**config.mk**
```make
export PLATFORM = sky130hd
export DESIGN_NAME = mult_arbiter
export DESIGN_NICKNAME = d
export VERILOG_FILES = /design/src/rtl/mult_pkg.sv /design/src/rtl/rr_arbiter.sv /design/src/rtl/mult_arbiter.sv
export SDC_FILE = /design/constraint.sdc
export NUM_CORES = 1
export LEC_CHECK = 0
export CAP_MARGIN = 10
export CORE_ASPECT_RATIO = 1.4
export CORE_MARGIN = 2
export CORE_UTILIZATION = 35
export CTS_CLUSTER_DIAMETER = 80
export DETAILED_ROUTE_END_ITERATION = 16
export GPL_TIMING_DRIVEN = 0
export PLACE_DENSITY = 0.8
export RECOVER_POWER = 100
export SETUP_SLACK_MARGIN = 0.15
export SYNTH_ARGS = -nofsm -noshare
export SYNTH_HDL_FRONTEND = slang
export SYNTH_SLANG_ARGS = --single-unit
```
**constraint.sdc**
```tcl
create_clock -name clk -period 2.8 [get_ports clk]
set_input_delay 0.28 -clock clk [delete_from_list [all_inputs] [get_ports clk]]
set_output_delay 0.28 -clock clk [all_outputs]
set_load 0.05 [all_outputs]
```
**src/rtl/mult_pkg.sv**
```systemverilog
// Shared constants and types for the Q8.8 multiplier and its arbiter.
package mult_pkg;

   localparam int unsigned DW        = 16;
   localparam int unsigned FRAC_BITS = 8;
   localparam int unsigned MULT_LAT  = 1;
   localparam int unsigned ID_W      = 3;

   localparam logic [DW-1:0] Q88_ONE = 16'h0100;

   // In-flight operation marker; id is wide enough for up to 8 requesters.
   typedef struct packed {
      logic            valid;
      logic [ID_W-1:0] id;
   } tag_t;

endpackage

```
**src/rtl/rr_arbiter.sv**
```systemverilog
// Rotating-priority picker: first requester at or after ptr, wrapping.
module rr_arbiter #(
   parameter int unsigned NREQ = 4
) (
   input  logic [NREQ-1:0]         req,
   input  logic [$clog2(NREQ)-1:0] ptr,
   input  logic                    en,
   output logic [NREQ-1:0]         grant_c,
   output logic [$clog2(NREQ)-1:0] idx_c,
   output logic                    any_c
);

   localparam int unsigned IDX_W = $clog2(NREQ);

   // Walk the request vector starting at ptr; the first hit wins.
   always_comb begin
      int unsigned cand;
      grant_c = '0;
      idx_c   = '0;
      any_c   = 1'b0;
      cand    = 0;
      if (en) begin
         for (int unsigned off = 0; off < NREQ; off++) begin
            cand = (32'(ptr) + off) % NREQ;
            if (!any_c && req[IDX_W'(cand)]) begin
               any_c                 = 1'b1;
               grant_c[IDX_W'(cand)] = 1'b1;
               idx_c                 = IDX_W'(cand);
            end
         end
      end
   end

endmodule

```
**src/rtl/mult_arbiter.sv**
```systemverilog
// Shares one mult between NREQ requesters; products return tagged, in issue order.
module mult_arbiter #(
   parameter int unsigned NREQ     = 4,
   parameter int unsigned DW       = mult_pkg::DW,
   parameter int unsigned MULT_LAT = mult_pkg::MULT_LAT
) (
   input  logic                    clk,
   input  logic                    reset,
   input  logic                    en,
   input  logic [NREQ-1:0]         req_valid,
   output logic [NREQ-1:0]         req_ready,
   input  logic [NREQ*DW-1:0]      req_in,
   input  logic [NREQ*DW-1:0]      req_w,
   output logic [DW-1:0]           mult_in,
   output logic [DW-1:0]           mult_w,
   input  logic [DW-1:0]           mult_out,
   output logic [NREQ-1:0]         rsp_valid,
   output logic [$clog2(NREQ)-1:0] rsp_id,
   output logic [DW-1:0]           rsp_data,
   output logic                    busy
);

   import mult_pkg::*;

   localparam int unsigned IDX_W = $clog2(NREQ);
   localparam int unsigned DEPTH = MULT_LAT + 1;

   logic [NREQ-1:0]  grant_c;
   logic [IDX_W-1:0] gidx_c;
   logic             any_c;

   logic [IDX_W-1:0] rr_ptr_q, rr_ptr_d;
   logic [DW-1:0]    mult_in_q, mult_in_d;
   logic [DW-1:0]    mult_w_q, mult_w_d;
   tag_t             tag_q [DEPTH];
   tag_t             tag_d [DEPTH];
   logic [NREQ-1:0]  rsp_valid_q, rsp_valid_d;
   logic [IDX_W-1:0] rsp_id_q, rsp_id_d;
   logic [DW-1:0]    rsp_data_q, rsp_data_d;
   logic             busy_q, busy_d;

   // Grants are suppressed while reset is asserted.
   rr_arbiter #(.NREQ(NREQ)) u_rr (
      .req     (req_valid),
      .ptr     (rr_ptr_q),
      .en      (en && reset),
      .grant_c (grant_c),
      .idx_c   (gidx_c),
      .any_c   (any_c)
   );

   assign req_ready = grant_c;

   // Issue, tag shift and response capture.
   always_comb begin
      rr_ptr_d    = rr_ptr_q;
      mult_in_d   = mult_in_q;
      mult_w_d    = mult_w_q;
      rsp_valid_d = '0;
      rsp_id_d    = rsp_id_q;
      rsp_data_d  = rsp_data_q;

      for (int unsigned i = 0; i < NREQ; i++) begin
         if (grant_c[i]) begin
            mult_in_d = req_in[i*DW +: DW];
            mult_w_d  = req_w[i*DW +: DW];
         end
      end
      if (any_c) begin
         rr_ptr_d = (32'(gidx_c) == NREQ - 1) ? '0 : gidx_c + IDX_W'(1);
      end

      tag_d[0].valid = any_c;
      tag_d[0].id    = ID_W'(gidx_c);
      for (int unsigned i = 1; i < DEPTH; i++) begin
         tag_d[i] = tag_q[i-1];
      end

      if (tag_q[DEPTH-1].valid) begin
         rsp_valid_d = NREQ'(1) << tag_q[DEPTH-1].id;
         rsp_id_d    = IDX_W'(tag_q[DEPTH-1].id);
         rsp_data_d  = mult_out;
      end

      busy_d = |rsp_valid_d;
      for (int unsigned i = 0; i < DEPTH; i++) begin
         busy_d = busy_d | tag_d[i].valid;
      end
   end

   // State registers; reset discards any in-flight tags.
   always_ff @(posedge clk) begin
      if (!reset) begin
         rr_ptr_q    <= '0;
         mult_in_q   <= '0;
         mult_w_q    <= '0;
         rsp_valid_q <= '0;
         rsp_id_q    <= '0;
         rsp_data_q  <= '0;
         busy_q      <= 1'b0;
         for (int unsigned i = 0; i < DEPTH; i++) begin
            tag_q[i] <= '0;
         end
      end else begin
         rr_ptr_q    <= rr_ptr_d;
         mult_in_q   <= mult_in_d;
         mult_w_q    <= mult_w_d;
         rsp_valid_q <= rsp_valid_d;
         rsp_id_q    <= rsp_id_d;
         rsp_data_q  <= rsp_data_d;
         busy_q      <= busy_d;
         for (int unsigned i = 0; i < DEPTH; i++) begin
            tag_q[i] <= tag_d[i];
         end
      end
   end

   assign mult_in   = mult_in_q;
   assign mult_w    = mult_w_q;
   assign rsp_valid = rsp_valid_q;
   assign rsp_id    = rsp_id_q;
   assign rsp_data  = rsp_data_q;
   assign busy      = busy_q;

endmodule

```
==> results of run 1 <==
cell usage after synthesis (2+ instances only):
library cell and number:
nand2_1 103, dfxtp_1 63, nor2_1 39, a311o_1 32, a31oi_1 32, o21ai_1 28
clkbuf_1 22, mux2i_1 19, nor2b_1 19, a21oi_1 9, buf_6 9, ha_1 7
inv_1 7, o21ai_0 7, buf_2 6, mux2_2 5, and2_1 4, mux4_2 4
o31ai_1 4, nand2b_1 3, a221oi_1 2, a22o_1 2, buf_1 2, inv_2 2
or3_1 2
worst max-delay path, cell delays in order, from the launching register on:
cell,delay [ns]
dfxtp_4,0.35
buf_8,0.10
clkinvlp_4,0.10
ha_4,0.32
mux4_2,0.31
nor2b_4,0.15
o21a_4,0.14
a22oi_4,0.26
inv_4,0.08
or4_4,0.57
buf_8,0.16
buf_8,0.13
o21ai_2,0.13
a31oi_1,0.07
routing by layer:
layer,GRT usage (%),vias up,wire length (um)
met4,8.077,0,280
met3,7.381,21,1057
li1,-,2072,-
met2,44.79,176,7547
met5,0,-,0
met1,25.99,2028,5221
kinds of logic after synthesis:
| family | synth area share (%) |
|---|---|
| buffers and inverters | 7.069 |
| multiplexers | 9.321 |
| AND/OR/NAND/NOR | 21.31 |
| AO/OA/AOI/OAI | 24.95 |
| flip-flops | 34.93 |
| adder cells (fa/ha/maj) | 2.425 |
how the worst min path moves through the flow:
stage	startpoint	depth (start not counted)	slack, ns	endpoint
2_1_floorplan	tag_q[0][0]$_SDFF_PN0_	1	0.41	tag_q[0][4]$_SDFF_PN0_
3_3_place_gp	tag_q[0][1]$_SDFF_PN0_	1	0.42	tag_q[0][5]$_SDFF_PN0_
3_5_place_dp	tag_q[0][1]$_SDFF_PN0_	1	0.43	tag_q[0][5]$_SDFF_PN0_
4_1_cts	tag_q[0][1]$_SDFF_PN0_	1	0.44	tag_q[0][5]$_SDFF_PN0_
5_1_grt	tag_q[0][1]$_SDFF_PN0_	1	0.45	tag_q[0][5]$_SDFF_PN0_
6_report	tag_q[0][1]$_SDFF_PN0_	1	0.44	tag_q[0][5]$_SDFF_PN0_
power groups by stage:
| stage | Clock, mW | Combinational [mW] | Sequential [mW] |
|---|---|---|---|
| 5_1_grt | 1.23 | 2.06 | 1.13 |
| 2_1_floorplan | 0 | 0.726 | 1.57 |
| 3_5_place_dp | 0 | 1.84 | 1.14 |
| 6_report | 1.17 | 1.95 | 1.12 |
| 3_3_place_gp | 0 | 1.82 | 1.14 |
| 4_1_cts | 1.19 | 1.92 | 1.12 |
metrics by stage:
step	cells	worst slack, ns	power (mW)
2_1_floorplan	449	-0.1890	2.297
3_3_place_gp	793	-0.8215	2.953
3_5_place_dp	793	-0.8529	2.982
4_1_cts	815	-0.1464	4.226
5_1_grt	820	-0.3029	4.419
6_report	820	-0.1919	4.241
registers in the layout, indices dropped and copies added, names as in the netlist:
name	cells
rsp_id	2
mult_w	16
rsp_data	16
rr_ptr_q	2
busy	1
mult_in	16
rsp_valid	4
tag_q	6
area by class of cell:
| class | count | area (um^2) | area share [%] |
|---|---|---|---|
| flip-flops and latches | 63 | 1269 | 19.57 |
| clock inverters | 6 | 86.33 | 1.332 |
| clock buffers | 9 | 225.2 | 3.474 |
| inverters | 9 | 42.54 | 0.6562 |
| well taps | 135 | 168.9 | 2.606 |
| repair buffers | 222 | 2213 | 34.14 |
| plain buffers | 38 | 291.5 | 4.497 |
| multi-input cells | 338 | 2186 | 33.72 |
repair_timing:
item                                    CTS  global route
gates resized for setup                  52            17
pin swaps                                 3             8
cloned                                    0             1
endpoints found under the setup margin   38            37
buffers inserted                          8             4
==> results.md, run 1 <==
- Fin. Hold Viols: 0
- Area grow syn2layout: 79.52%
- Clock Skews: 0.005500 ns
- Finished Core Util: between 60% and 70%
- Clk pin slew, worst setup/hold paths: around 0.050 ns
- Hold_buf cts: 0
- Logic gate share of total power: around 46%
- Placed cell area: around 6000 um^2
- Final period utilization: 106.9%
- HPWL Detailed: ~11000 um
- Die area: about 11000 um^2
- Antenna violations before repair: 0
- First-pass GRT wire length: approximately 21000 um
- Worst-margin pin slew: between 0.6 and 0.7 ns
- GR Util All Layers: 24.00%
- TritonCTS clock tree: built
- Router iterations before antenna repair: 5
- Worst setup path endpoint: mult_in[4]$_SDFFE_PN0P_
- Pins Over Slew Limit: 0
- H-Tree Level Count: 3
- Layout fillers: ~800
- Iteration-0 DRC count of the detailed router: between 100 and 150
- Synth unique cells: between 40 and 50
- Residual DRC: 0
- Asr flop ratio synth: 0%
- CTS sink count: 63
- Largest cells by area after synthesis: dfxtp_1 35%, nand2_1 11%, a311o_1 8.9%
- CP required: roughly 3.0 ns
- Max-slew headroom: a little over half
- Period minus WS final: between 2 and 3 ns
- Routed Antenna Nets: 0
- R2r endpoint: mult_in[4]$_SDFFE_PN0P_
- R2R Setup Slk: -0.19 ns
- Max Fclk: around 0.33 GHz
- WL/cell: about 17 um
- Core Region: 9953 um^2
- RSZ-0062 raised after global routing: true
- Status: complete, but fails checks
- GRT overflow: 0
- Post-route cell area: between 6000 and 7000 um^2
- Sequential share of power: between 20% and 30%
- CTS Buffer Depth: 2
- Net switching power figure: around 1.6 mW
- Most frequent cells in the layout: 149 x clkdlybuf4s50_1, 102 x nand2_1, 61 x dfxtp_1
- Syn_area_per_cell: roughly 8.0 um^2
- Max FO, Critical Path: 10
- Mapped Cells: between 400 and 500
- VDD IR-drop max: about 0.00037 V
- Leak: between 2 and 3 nW
- Max cap viols: 0
- Vias in the first global route: approximately 4.2k
- WHS: 0.4364 ns
- CTS Buf Count: 9
- Endpoint class of the critical path: flip-flop
- Critical path class: reg2reg
- Failing checks: negative setup slack
- # diodes: 0
- Largest area contributor in the netlist: dfxtp_1
- Setup_tns: -4.753 ns
- Hold Path Class: reg2reg
- Top_reg_cell synth: dfxtp_1
- Internal power: 2.645 mW
- Crit path from: rr_ptr_q[0]$_SDFFE_PN0P_
- Die width: roughly 90 um
- Post-DR vias/cell: ~5.2
- Latest clock arrival within the worst-skew pair: 0.33 ns
- Largest net degree at the start of global routing: 12
- Power Density: between 600 and 700 nW/um^2
- Synthesized flop and latch total: 63
- Initial core utilization: between 30% and 40%
- Synth Cell Area: 3611 um^2
- Global placement routability congestion: 0.8875
- Ys Warns: 0
- Fin worst setup slack: -0.1919 ns
- # setup viols final: 34
- Layout cells sized above 1: a little over an eighth
- Worst EP arrival: around 3.2 ns
- Clock power frac: between 20 and 30%
- Vias: ~4.3k
- Total Wirelength: between 10000 and 15000 um
- Worst R2R Path Depth: 13
- Final nets: 839
- Die Span Y: between 100 and 150 um
- Cell Rows: between 40 and 50
- Syn_nets: between 600 and 700
- Post-synth EDFFs: 0
- CP Launch Type: flip-flop
- Buffers on Ports: roughly 210
- Switching share of power: 37.64%
- Root buf cell: clkbuf_16
- Launch point of the worst reg-to-reg path: rr_ptr_q[0]$_SDFFE_PN0P_
- Most common cell after layout, fill and taps aside: clkdlybuf4s50_1
- Synth top area share: 34.93%
- Post-synthesis sequential area ratio: between 30% and 40%
- Ports: 210
Note: power is estimated with default switching activity, not from simulation.
==> inputs of run 2 (changes only) <==
CORE_UTILIZATION = 38   (was 35)
PLACE_DENSITY = 0.83   (was 0.8)
clock period = 3.4 ns   (was 2.8 ns; I/O delays follow)
==> results.md, run 2 (synthesis gave the netlist of run 1 again) <==
- Core Region: approximately 9400 um^2
- Max FO, Critical Path: 10
- Max cap viols: 0
- Leak: approximately 2.5 nW
- Vias in the first global route: ~4.3k
- Routed Antenna Nets: 0
- Die area: 10310 um^2
- Antenna violations before repair: 0
- H-Tree Level Count: 3
- Power Density: approximately 540 nW/um^2
- Largest net degree at the start of global routing: 13
- Period minus WS final: roughly 3.2 ns
- Hold Path Class: reg2reg
- CTS Buffer Depth: 2
- Critical path class: reg2reg
- RSZ-0062 raised after global routing: false
- First-pass GRT wire length: 21330 um
- Latest clock arrival within the worst-skew pair: around 0.32 ns
- Iteration-0 DRC count of the detailed router: between 150 and 200
- GR Util All Layers: 26.12%
- Non-Filler Instances: 790
- Layout fillers: between 700 and 800
- Router iterations before antenna repair: 7
- Final period utilization: between 90% and 100%
- Total Wirelength: 13910 um
- Status: complete, no violations
- CTS sink count: 63
- Die width: roughly 86 um
- HPWL Detailed: between 10000 and 15000 um
- Cell Rows: between 40 and 50
- Max Fclk: just over 0.3 GHz
- Root buf cell: clkbuf_16
- Worst EP arrival: between 3 and 4 ns
- Endpoint class of the critical path: flip-flop
- CTS Buf Count: 9
- WL/cell: 17.60 um
- CP Launch Type: flip-flop
- Most frequent cells in the layout: 148 x clkdlybuf4s50_1, 103 x nand2_1, 61 x dfxtp_1
- # diodes: 0
- Final nets: ~830
- Vias: between 4k and 5k
- Most common cell after layout, fill and taps aside: clkdlybuf4s50_1
- Die Span Y: 119.3 um
- Area grow syn2layout: 73.39%
- Global placement routability congestion: 0.9624
- TritonCTS clock tree: built
- Finished Core Util: between 60% and 70%
- # setup viols final: 0
- Post-DR vias/cell: between 5 and 6
- Layout cells sized above 1: around 9.7%
- Residual DRC: 0
- Multi-input gate area: ~2100 um^2
- Ports: 210
- GRT overflow: 0
- Clk pin slew, worst setup/hold paths: roughly 0.060 ns
- CP required: 3.61 ns
- Max-slew headroom: approximately 51%
- DP Cell Count: between 700 and 800
- Pins Over Slew Limit: 0
- R2R Setup Slk: 0.18 ns
- Fin. Hold Viols: 0
- Buffers on Ports: 209
- Initial core utilization: roughly 39%
- VDD IR-drop max: about 0.00033 V
- Sequential cell area: roughly 1300 um^2
- Worst-margin pin slew: about 0.73 ns
- Post-route cell area: about 6300 um^2
- Clock Skews: roughly 0.006 ns
- Placed cell area: between 5000 and 6000 um^2
run 2: cell count changes in the layout (fill, tap and decap cells not counted), moves of 2 or more:
cell       delta
clkbuf_1      +7
buf_8         -2
o21ai_1       +2
clkbuf_16     -2
clkbuf_2      -3
o21ai_0       +8
buf_4        -10
o21ai_2      -10
clkbuf_4      +3
run 2: per-layer routing:
metal  share of wire [%]  GRT usage [%]
met1                  40          29.65
met2                  52          47.36
met3                 6.0          4.851
met4                 2.5          9.766
met5                   0              0
run 2: power by group:
group,internal (mW),switching [mW]
Combinational,0.618,0.891
Clock,0.642,0.339
Sequential,0.856,0.0621
run 2: critical path, cell delays in order (launching register included):
cell and delay (ns):
dfxtp_4 0.36, buf_8 0.14, clkinvlp_4 0.12, ha_4 0.32
mux4_2 0.31, nor2b_1 0.18, o21a_2 0.16, buf_4 0.15
a22oi_2 0.22, inv_2 0.06, or4_1 0.54, buf_6 0.17
buf_6 0.14, o21ai_0 0.18, a31oi_1 0.06
run 2: stage by stage:
step	setup slack (ns)	power [mW]	hold slack [ns]	setup TNS (ns)
6_report	0.1790	3.409	0.4473	0
4_1_cts	0.1563	3.443	0.4478	0
3_3_place_gp	-0.7515	2.410	0.4130	-3.963
5_1_grt	0.08663	3.553	0.4576	0
3_5_place_dp	-0.8331	2.433	0.4348	-6.364
2_1_floorplan	0.1812	1.874	0.4119	0
run 2: area by class of cell:
| cell class | count | area share, % |
|---|---|---|
| flip-flops and latches | 63 | 20.26 |
| multi-input cells | 338 | 33.73 |
| repair buffers | 215 | 33.87 |
| clock buffers | 9 | 3.597 |
| inverters | 9 | 0.6395 |
| well taps | 110 | 2.198 |
| clock inverters | 7 | 1.559 |
| plain buffers | 39 | 4.137 |
run 2: final timing paths:
| kind | start | endpoint | cells after the start |
|---|---|---|---|
| hold reg to reg | tag_q[0][1]$_SDFF_PN0_ | tag_q[0][5]$_SDFF_PN0_ | 1 |
| hold / removal | tag_q[0][1]$_SDFF_PN0_ | tag_q[0][5]$_SDFF_PN0_ | 1 |
| setup reg to reg | rr_ptr_q[0]$_SDFFE_PN0P_ | mult_w[11]$_SDFFE_PN0P_ | 14 |
| setup / recovery | rr_ptr_q[0]$_SDFFE_PN0P_ | mult_w[11]$_SDFFE_PN0P_ | 14 |
run 2: what timing repair did:
item	CTS	global route
gates resized for setup	34	8
setup endpoints to repair	36	35
buffers inserted	2	4
hold buffers	0	0
pin swaps	1	2
